$ cat config.mk
export PLATFORM = sky130hd
export DESIGN_NAME = roulette_round_ctrl
export DESIGN_NICKNAME = d
export VERILOG_FILES = /design/src/rtl/roulette_round_ctrl.sv
export SDC_FILE = /design/constraint.sdc
export NUM_CORES = 1
export LEC_CHECK = 0
export ABC_CLOCK_PERIOD_IN_PS = 2120
export BUFFER_PORTS_ARGS = -buffer_cell sky130_fd_sc_hd__buf_2
export CAP_MARGIN = 10
export CORE_MARGIN = 3
export CORE_UTILIZATION = 52
export DETAILED_ROUTE_END_ITERATION = 6
export HOLD_SLACK_MARGIN = 0.08
export PLACE_DENSITY = 0.73
export SETUP_SLACK_MARGIN = 0.15
export SLEW_MARGIN = 40
export SYNTH_ARGS = -nofsm -noshare
export SYNTH_HDL_FRONTEND = slang
export SYNTH_SLANG_ARGS = --single-unit
$ cat constraint.sdc
create_clock -name Clock -period 2.12 [get_ports Clock]
set_input_delay 0.318 -clock Clock [delete_from_list [all_inputs] [get_ports Clock]]
set_output_delay 0.318 -clock Clock [all_outputs]
set_load 0.005 [all_outputs]
$ cat src/rtl/roulette_round_ctrl.sv
// Roulette round controller: LFSR-driven spin, exact-number or parity bet,
// balance payout with saturation, and an absorbing game-over state.
module roulette_round_ctrl #(
  parameter int         START_BALANCE = 10,
  parameter int         SPIN_CYCLES   = 16,
  parameter logic [4:0] LFSR_SEED     = 5'b00001
) (
  input  logic       Clock,
  input  logic       reset,
  input  logic       startGame,
  input  logic       bet_mode,
  input  logic [4:0] playerGuess,
  output logic [4:0] playerBalance,
  output logic [4:0] result_num,
  output logic       win,
  output logic       lose,
  output logic       busy,
  output logic       round_done,
  output logic       bet_err,
  output logic       game_over
);

  typedef enum logic [2:0] {IDLE, SPIN, EVAL, PAYOUT, OVER} state_t;

  state_t     state, state_next;
  logic [7:0] cnt, cnt_next;
  logic [4:0] lfsr;
  logic [4:0] guess, guess_next;
  logic       mode, mode_next;
  logic [4:0] bal_next, res_next;
  logic       win_next, lose_next, done_next, err_next;
  logic       hit;
  logic [5:0] bal_plus2;

  assign bal_plus2 = {1'b0, playerBalance} + 6'd2;
  assign busy      = (state == SPIN) || (state == EVAL) || (state == PAYOUT);
  assign game_over = (state == OVER);

  // NOTE: every output of this block gets a default first, so no path leaves
  // a signal unassigned and no latch is inferred.
  always_comb begin
    state_next = state;
    cnt_next   = cnt;
    guess_next = guess;
    mode_next  = mode;
    res_next   = result_num;
    win_next   = win;
    lose_next  = lose;
    bal_next   = playerBalance;
    done_next  = 1'b0;
    err_next   = 1'b0;
    hit        = 1'b0;

    case (state)
      IDLE: begin
        if (startGame) begin
          if (!bet_mode && playerGuess == 5'd0) begin
            err_next = 1'b1;
          end else begin
            state_next = SPIN;
            cnt_next   = 8'(SPIN_CYCLES - 1);
            guess_next = playerGuess;
            mode_next  = bet_mode;
            win_next   = 1'b0;
            lose_next  = 1'b0;
          end
        end
      end
      SPIN: begin
        if (cnt == 8'd0) begin
          res_next   = lfsr;
          state_next = EVAL;
        end else begin
          cnt_next = cnt - 8'd1;
        end
      end
      EVAL: begin
        hit        = mode ? (guess[0] == result_num[0]) : (guess == result_num);
        win_next   = hit;
        lose_next  = !hit;
        state_next = PAYOUT;
      end
      PAYOUT: begin
        if (win) bal_next = (bal_plus2 > 6'd31) ? 5'd31 : bal_plus2[4:0];
        else     bal_next = playerBalance - 5'd1;
        done_next  = 1'b1;
        state_next = (bal_next == 5'd0) ? OVER : IDLE;
      end
      OVER:    state_next = OVER;
      default: state_next = IDLE;
    endcase
  end

  // NOTE: state registers use non-blocking assignments so every register
  // samples the pre-edge values, independent of statement order.
  always_ff @(posedge Clock) begin
    if (reset) begin
      state         <= IDLE;
      cnt           <= 8'd0;
      lfsr          <= LFSR_SEED;
      guess         <= 5'd0;
      mode          <= 1'b0;
      playerBalance <= 5'(START_BALANCE);
      result_num    <= 5'd0;
      win           <= 1'b0;
      lose          <= 1'b0;
      round_done    <= 1'b0;
      bet_err       <= 1'b0;
    end else begin
      state         <= state_next;
      cnt           <= cnt_next;
      lfsr          <= {lfsr[3:0], lfsr[4] ^ lfsr[2]};
      guess         <= guess_next;
      mode          <= mode_next;
      playerBalance <= bal_next;
      result_num    <= res_next;
      win           <= win_next;
      lose          <= lose_next;
      round_done    <= done_next;
      bet_err       <= err_next;
    end
  end

endmodule

==> flow_metrics.env <==
export IMPL_status="finished, final reports clean"
export IMPL_p_total_w=0.00151
export IMPL_synth_seq_cells=36
export IMPL_relSlewSlack=0.608
export IMPL_maxCapViolations=0
export IMPL_path_clk_slew_ps=90
export IMPL_antenna_found_initial=0
export IMPL_setup_ws_ps=305
export IMPL_ys_types=49
export IMPL_synth_fp_nets=207
export IMPL_fin_crit_sh=0.856
export IMPL_synth_area_per_cell_um2=9.09
export IMPL_synth_top_cells_by_area="dfxtp_1 41%, nor2_1 3.6%, ha_1 3.6%, xnor2_1 3.5%, a21oi_1 3.4%"
export IMPL_start_util=0.561
export IMPL_crit_path_end_kind="register"
export IMPL_worst_pin_slew_ps=583
export IMPL_track_usage=0.196
export IMPL_firstDrtPassIters=4
export IMPL_syn_to_final_growth_pct=11.8
export IMPL_cts_tree="yes"
export IMPL_coreArea_um2=3130
export IMPL_hold_viol_final=0
export IMPL_yosysTopAreaCell="dfxtp_1"
export IMPL_powerDensity_nw_per_um2=770
export IMPL_path_max_fanout=7
export IMPL_fin_nets=232
export IMPL_vias=1463
export IMPL_antenna_cells=0
export IMPL_cts_buffers=5
export IMPL_crit_path_start_kind="register"
export IMPL_drtIter0Drc=66
export IMPL_ctsHoldBuffers=0
export IMPL_min_path_cells=3
export IMPL_postCtsSetupBuffers=0
export IMPL_dieArea_um2=4110
export IMPL_cts_root_buffer="clkbuf_4"
export IMPL_ir_drop_mv=0.472
export IMPL_hp_class="in2reg"
export IMPL_numClockSinks=36
export IMPL_ys_flop_type="dfxtp_1"
export IMPL_gp_congestion=0.808
export IMPL_yosysMostFrequentCell="dfxtp_1"
export IMPL_vias_per_cell=5.58
export IMPL_cp_arrival_ps=2040
export IMPL_cts_resized=0
export IMPL_final_setup_skew_ps=6.11
export IMPL_io_buffer_count=24
export IMPL_ys_seq_area_frac=0.411
export IMPL_routed_wl_mm=3.57
export IMPL_htreeDepth=2
export IMPL_synth_commonest_cells="36 x dfxtp_1, 17 x nor2_1, 16 x nand2_1"
export IMPL_leakagePower_nw=0.820
export IMPL_path_class="reg2reg"
export IMPL_rsz0062_at_grt="no"
export IMPL_place_area_um2=1910
export IMPL_pre_cts_slack_ps=315
export IMPL_period_minus_slack_ps=1810
export IMPL_wire_per_inst_um=13.6
export IMPL_fp_dieW_um=64.1
export IMPL_grt_pass1_vias=1388
export IMPL_io_pins=25
export IMPL_ant_nets=0
export IMPL_synthArstFlopShare=0
export IMPL_final_cells=262
export IMPL_hpwl_mm=2.74
export IMPL_final_setup_tns_ps=0
export IMPL_cts_path_max_buffers=2
export IMPL_synth_enable_flop_cells=0
export IMPL_max_freq_mhz=551
export IMPL_r2r_cells=6
export IMPL_yosysWarnings=0
export IMPL_die_h_um=64.1
export IMPL_synth_cells=193
export IMPL_synth_top_area_share=0.411
export IMPL_crit_required_ps=2350
export IMPL_grt_max_degree=30
export IMPL_setup_viol=0
export IMPL_grt_ovfl_total=0
export IMPL_drv_slew=0
export IMPL_drive_above_1_share=0.179
export IMPL_synth_area_um2=1750
export IMPL_drc=0
export IMPL_grt_pass1_wl_mm=6.31
export IMPL_finalInstanceArea_um2=1960
export IMPL_dp_cells=255
export IMPL_insertion_delay_ps=320
export IMPL_num_rows=20
## power breakdown
| group | switching, W | internal [W] |
|---|---|---|
| Combinational | 0.000219 | 0.000174 |
| Sequential | 0.0000676 | 0.000732 |
| Clock | 0.000196 | 0.000122 |
| Total | 0.000482 | 0.00103 |
## area by class of cell
cell class	instances	area (µm²)
clock inverters	1	5.00
clock buffers	6	41.3
inverters	8	30.0
well taps	44	55.1
repair buffers	27	143
flip-flops and latches	36	721
multi-input cells	140	966
fillers	299	1170
## layer usage
| layer | vias to the layer above | global-route usage | wire, µm |
|---|---|---|---|
| met2 | 31 | 0.302 | 1690 |
| met4 | 0 | 0.0889 | 55 |
| met3 | 7 | 0.0545 | 163 |
| met1 | 685 | 0.252 | 1660 |
| li1 | 740 | - | - |
| met5 | - | 0 | 0 |
## kinds of logic (layout without fill, tap and decap cells)
logic type,count (synthesis),count (layout),synth area share
and+or+nand+nor,72,72,0.228
AOI/OAI and AO/OA,45,45,0.194
DFF,36,36,0.411
buffers and inverters,17,42,0.0385
xor gates and xnor gates,13,13,0.0649
adders and majority gates,5,5,0.0357
muxes,5,5,0.0285
## worst paths after layout
| path | end | from | slack (ps) |
|---|---|---|---|
| max | state[2] | playerBalance[2] | 310 |
| min | guess[2] | playerGuess[2] | 240 |
| max reg2reg | state[2] | playerBalance[2] | 310 |
| min reg2reg | lfsr[1] | lfsr[0] | 470 |
## metrics by stage
stage,utilization,hold WS (ps)
CTS,0.627,223
global placement,0.612,453
finish,0.627,238
floorplan,-,436
detailed placement,0.612,461
global route,0.627,214
## layout by cell type (no fill, tap or decap), types with 3 or more instances in the layout
master and count:
o211ai_1 4, nor3_1 7, a21oi_1 12, nand4_1 3
nor2b_1 8, mux2i_1 5, inv_1 8, clkbuf_4 5
dfxtp_1 36, xnor2_1 7, nand2b_1 3, ha_1 5
nor2_1 17, nand2_1 16, o21ai_0 3, xor2_1 6
buf_4 3, buf_2 24
## registers in the layout, indices dropped and copies added, names as in the netlist
name / flops
lose: 1
bet_err: 1
win: 1
mode: 1
cnt: 8
playerBalance: 5
state: 3
round_done: 1
lfsr: 5
guess: 5
result_num: 5
## critical path, stage by stage, from the launching register on
cell and delay, ps:
dfxtp_1 470, inv_1 140, ha_1 210, a21boi_0 290
xnor2_1 160, o21ai_0 120, o41ai_1 340
(Power assumes the default switching activity.)
